## config.mk

```make
export PLATFORM = sky130hd
export DESIGN_NAME = multi_counter
export DESIGN_NICKNAME = d
export VERILOG_FILES = /design/src/rtl/multi_counter.sv
export SDC_FILE = /design/constraint.sdc
export NUM_CORES = 1
export LEC_CHECK = 0
export BUFFER_PORTS_ARGS = -buffer_cell sky130_fd_sc_hd__buf_2
export CORE_UTILIZATION = 45
export DETAILED_ROUTE_END_ITERATION = 6
export GPL_TIMING_DRIVEN = 0
export PLACE_DENSITY = 0.69
export SKIP_CTS_REPAIR_TIMING = 1
export SYNTH_ARGS = -nofsm -noshare
export SYNTH_HDL_FRONTEND = slang
export SYNTH_SLANG_ARGS = --single-unit
export TNS_END_PERCENT = 100
```

## constraint.sdc

```tcl
create_clock -name clk -period 1.8 [get_ports clk]
set_input_delay 0.36 -clock clk [delete_from_list [all_inputs] [get_ports clk]]
set_output_delay 0.36 -clock clk [all_outputs]
set_load 0.02 [all_outputs]
```

## src/rtl/multi_counter.sv

```systemverilog
// Bank of independent event counters with wrap/saturate overflow, sticky overflow flags,
// threshold flags and a registered read port that can clear the channel it reads.
module multi_counter #(
  parameter int unsigned NUM_CH         = 4,
  parameter int unsigned CNT_INPUT_SIZE = 2,
  parameter int unsigned CNT_SIZE       = 16,
  localparam int unsigned CH_W          = (NUM_CH > 1) ? $clog2(NUM_CH) : 1
) (
  input  logic                               clk,
  input  logic                               reset_L,
  input  logic                               clear,
  input  logic                               sat_mode,
  input  logic [NUM_CH-1:0]                  en,
  input  logic [NUM_CH*CNT_INPUT_SIZE-1:0]   inc,
  input  logic [CNT_SIZE-1:0]                threshold,
  input  logic                               rd_req,
  input  logic [CH_W-1:0]                    rd_ch,
  input  logic                               rd_clr,
  output logic                               rd_valid,
  output logic [CNT_SIZE-1:0]                rd_data,
  output logic                               rd_ovf,
  output logic                               rd_err,
  output logic [NUM_CH*CNT_SIZE-1:0]         value,
  output logic [NUM_CH-1:0]                  non_zero_value,
  output logic [NUM_CH-1:0]                  error_overflow,
  output logic [NUM_CH-1:0]                  threshold_hit
);

  localparam logic [CH_W:0] NumChW = (CH_W+1)'(NUM_CH);

  logic [CNT_SIZE-1:0]       cnt_q [NUM_CH];
  logic [CNT_SIZE-1:0]       cnt_d [NUM_CH];
  logic [CNT_INPUT_SIZE-1:0] inc_ch [NUM_CH];
  logic [CNT_SIZE:0]         sum_ch [NUM_CH];
  logic [NUM_CH-1:0]         ovf_q, ovf_d;

  logic                rd_ok, rd_clr_en;
  logic                rd_valid_q, rd_ovf_q, rd_err_q;
  logic [CNT_SIZE-1:0] rd_data_q;
  logic [CNT_SIZE-1:0] rd_data_d;
  logic                rd_ovf_d;

  assign rd_ok     = ({1'b0, rd_ch} < NumChW);
  assign rd_clr_en = rd_req & rd_clr & rd_ok;

  for (genvar i = 0; i < NUM_CH; i++) begin : g_ch
    assign inc_ch[i] = inc[i*CNT_INPUT_SIZE +: CNT_INPUT_SIZE];
    // One extra bit so the carry-out marks an overflow.
    assign sum_ch[i] = {1'b0, cnt_q[i]} + (CNT_SIZE+1)'(inc_ch[i]);

    assign value[i*CNT_SIZE +: CNT_SIZE] = cnt_q[i];
    assign non_zero_value[i]             = |cnt_q[i];
    assign threshold_hit[i]              = (threshold != '0) && (cnt_q[i] >= threshold);
  end

  assign error_overflow = ovf_q;

  always_comb begin
    for (int i = 0; i < NUM_CH; i++) begin
      cnt_d[i] = cnt_q[i];
      ovf_d[i] = ovf_q[i];
      if (clear) begin
        cnt_d[i] = '0;
        ovf_d[i] = 1'b0;
      end else if (rd_clr_en && (rd_ch == CH_W'(i))) begin
        // Same-cycle increment restarts the count rather than being dropped.
        cnt_d[i] = en[i] ? CNT_SIZE'(inc_ch[i]) : '0;
        ovf_d[i] = 1'b0;
      end else if (en[i]) begin
        if (sum_ch[i][CNT_SIZE]) begin
          cnt_d[i] = sat_mode ? '1 : sum_ch[i][CNT_SIZE-1:0];
          ovf_d[i] = 1'b1;
        end else begin
          cnt_d[i] = sum_ch[i][CNT_SIZE-1:0];
        end
      end
    end
  end

  always_comb begin
    rd_data_d = '0;
    rd_ovf_d  = 1'b0;
    for (int i = 0; i < NUM_CH; i++) begin
      if (rd_ok && (rd_ch == CH_W'(i))) begin
        rd_data_d = cnt_q[i];
        rd_ovf_d  = ovf_q[i];
      end
    end
  end

  always_ff @(posedge clk or negedge reset_L) begin
    if (!reset_L) begin
      for (int i = 0; i < NUM_CH; i++) begin
        cnt_q[i] <= '0;
      end
      ovf_q      <= '0;
      rd_valid_q <= 1'b0;
      rd_data_q  <= '0;
      rd_ovf_q   <= 1'b0;
      rd_err_q   <= 1'b0;
    end else begin
      for (int i = 0; i < NUM_CH; i++) begin
        cnt_q[i] <= cnt_d[i];
      end
      ovf_q      <= ovf_d;
      rd_valid_q <= rd_req;
      if (rd_req) begin
        rd_data_q <= rd_data_d;
        rd_ovf_q  <= rd_ovf_d;
        rd_err_q  <= ~rd_ok;
      end
    end
  end

  assign rd_valid = rd_valid_q;
  assign rd_data  = rd_data_q;
  assign rd_ovf   = rd_ovf_q;
  assign rd_err   = rd_err_q;

endmodule

```

==> reports/metrics.yaml <==
synth_area_um2: 6470
worstSetupEndpointType: "output pin"
fin_skew_ns: 0.0126
synth_mux_area_share_pct: 8.99
grt_pass1_vias: 6107
grt_max_degree: 45
cp.arrival_ns: 2.25
pre_cts_ws_ns: -0.823
violations: "design-rule violations, negative setup slack"
leakagePower_nw: 4.34
grt_overflow: 0
drtPass1Iterations: 7
cts_tree: "yes"
start_util_pct: 46.4
fp-row-count: 43
synth_ff_type: "dfrtp_1"
grt_pass1_wl_um: 33200
ys_types: 67
ir_worst_vdd_mv: 0.438
drc: 3
maxCapViolations: 0
port_buffers: 125
worst_slack_ns: -0.813
utilization_pct: 67.5
fmax_mhz: 383
seq_area_frac_synth_pct: 33.2
status: "finished with violations"
core_area_um2: 13900
crit_path_max_incr_delay_ns: 0.46
drt_iter0_markers: 615
antenna_found_initial: 0
synth_cells: 678
drtAntennaViolNets: 0
cts_made_buffers: 9
drive_above_1_share_pct: 50.8
criticalPathCategory: "register to output pin"
die-area_um2: 14900
synthAdderAreaFrac_pct: 15.2
synth_seq_cells: 86
gr-usage-all-layers_pct: 30.0
r2r_cells: 10
nets: 996
syn_area_per_cell_um2: 9.55
die_w_um: 122
root_buffer: "clkbuf_16"
setup_tns_ns: -18.48
synth_fp_nets: 790
post-route-min-period_ns: 2.61
fillers: 1052
crit_slowest_cell: "dfrtp_2"
wire_per_inst_um: 22.5
grt_setup_unrepaired: "yes"
critPathLaunchType: "register"
vias: 6959
power_density_nw_per_um2: 542
synth-simple-area-share_pct: 20.5
cts.htree.levels: 3
syn2layout_area_growth_pct: 45.2
wl_um: 24000
whs_ns: 0.0147
crit_path_max_fanout: 6
finalHoldViolCount: 0
hold_class: "primary input to async pin"
synth_compound_area_share_pct: 18.0
setup_viol: 71
ys_async_sr_fraction_pct: 100
top_level_ports: 131
cts.clk_slew.worst_paths_ns: 0.06
synth_edf_count: 0
worst_pin_slew_ns: 0.823
place.gp.congestion: 0.930
relSlewSlack_pct: 44.6
die_y_um: 122
cts.sinks: 86
clk_latency_ns: 0.36
avgViaCountPerCell: 6.51
critPathRequiredTime_ns: 1.44
path_cells: "ha_4 -> a22o_1 -> o41ai_4 -> a211oi_2 -> o31a_1 -> buf_2"
synth_xor_area_share_pct: 0
synth_top_family_by_area: "simple AND/OR/NAND/NOR gates"
maxSlewViolCount: 0
yosys_warnings: 0
n_antenna_cell: 0
power_mw: 5.10
hpwl_um: 16600
cts_max_path_buffers: 2
fin_crit_sh_pct: 145
## registers in the layout, indices dropped and copies added (netlist names)
| signal | count |
|---|---|
| error_overflow | 4 |
| rd_data | 16 |
| rd_ovf | 1 |
| rd_valid | 1 |
| value | 64 |
## cell type report
class / count / area, um^2 / share of cell area [%]
sequential: 86 / 2200 / 23.4
buffer: 27 / 184 / 1.96
timing repair buffer: 196 / 1290 / 13.7
multi-input combinational: 534 / 5060 / 53.8
clock inverter: 5 / 82.6 / 0.878
inverter: 30 / 116 / 1.24
clock buffer: 11 / 243 / 2.58
tap: 180 / 225 / 2.40
## power by group
group | switching [mW] | internal [mW] | leakage, nW
clock | 0.826 | 1.26 | 0.160
combinational | 0.570 | 0.421 | 3.05
sequential | 0.0553 | 1.97 | 1.13
total | 1.45 | 3.65 | 4.34
## cells by family after synthesis
logic type / count (synthesis)
adders and majority gates: 76
DFF: 86
other: 1
muxes: 34
and+or+nand+nor: 242
buffers and inverters: 58
AOI/OAI and AO/OA: 181
## path summary, 6_finish.rpt
path                                     to  slack, ns        from
max                        threshold_hit[2]      -0.81   value[37]
min                               value[46]       0.01     reset_L
max reg2reg                       value[60]      -0.57   value[48]
min reg2reg                      rd_data[8]       0.50  rd_data[8]
max in group asynchronous         value[51]       1.14     reset_L
min in group clk                   rd_valid       0.15      rd_req
## layout by cell type, fill, tap and decap left out, types with 12 or more instances in the layout
cell,Yosys,routed
ha_4,0,15
buf_6,3,31
nand2_1,34,31
dfrtp_2,0,41
inv_1,30,27
o21ai_0,43,35
nor2_1,51,38
buf_2,5,122
dfrtp_1,86,45
a21oi_1,50,38
nand4_1,18,18
mux2_2,17,17
nor3_2,2,15
a21oi_2,1,12
nor4_1,27,14
ha_1,72,56
a31oi_1,24,20
nor3_1,29,12
buf_4,2,52
mux4_2,15,15
## cells in the mapped netlist, types with 3 or more instances
| cell type | number | area [um^2] |
|---|---|---|
| dfrtp_1 | 86 | 2150 |
| ha_1 | 72 | 901 |
| nor2_1 | 51 | 191 |
| a21oi_1 | 50 | 250 |
| o21ai_0 | 43 | 215 |
| nand2_1 | 34 | 128 |
| inv_1 | 30 | 113 |
| nor3_1 | 29 | 145 |
| nor4_1 | 27 | 169 |
| a31oi_1 | 24 | 150 |
| nand3_1 | 18 | 90.1 |
| nand4_1 | 18 | 113 |
| mux2_2 | 17 | 191 |
| clkbuf_1 | 16 | 60.1 |
| mux4_2 | 15 | 338 |
| and3_1 | 13 | 81.3 |
| and4_1 | 11 | 96.3 |
| a311oi_1 | 10 | 87.6 |
| a211oi_1 | 9 | 67.6 |
| and2_1 | 9 | 56.3 |
| buf_2 | 5 | 25.0 |
| o2bb2ai_1 | 5 | 43.8 |
| a21o_1 | 4 | 30.0 |
| fa_1 | 4 | 80.1 |
| nand2b_1 | 4 | 25.0 |
| nor3b_1 | 4 | 30.0 |
| o211a_1 | 4 | 40.0 |
| o41ai_1 | 4 | 35.0 |
| a22o_1 | 3 | 26.3 |
| a41o_1 | 3 | 30.0 |
| a41oi_1 | 3 | 26.3 |
| buf_6 | 3 | 33.8 |
| nand3_2 | 3 | 30.0 |
| nor2b_1 | 3 | 18.8 |
| o211ai_1 | 3 | 22.5 |
| o31a_1 | 3 | 26.3 |
## per-layer routing
| layer | share of wire [%] | wire length (um) | GRT usage, % | vias to the layer above |
|---|---|---|---|---|
| li1 | - | - | - | 3069 |
| met3 | 8.4 | 2020 | 5.62 | 70 |
| met1 | 41 | 9810 | 40.9 | 3416 |
| met2 | 48 | 11500 | 46.7 | 404 |
| met4 | 2.9 | 692 | 12.2 | 0 |
| met5 | 0 | 0 | 0 | - |
## critical path, delay by kind of cell, from the launching register on
kind,cells,cell delay [ns]
compound gates,4,1.01
flops,1,0.46
fa+ha+maj,1,0.26
buf+inv,1,0.16
## through the flow
stage / std cells / instance area (um^2)
final: 1069 / 9400
after global placement: 983 / 7650
after global routing: 1069 / 9400
after floorplan: 678 / 6800
after CTS: 1000 / 8000
after detailed placement: 984 / 7680
Note: power is estimated with default switching activity, not from simulation.
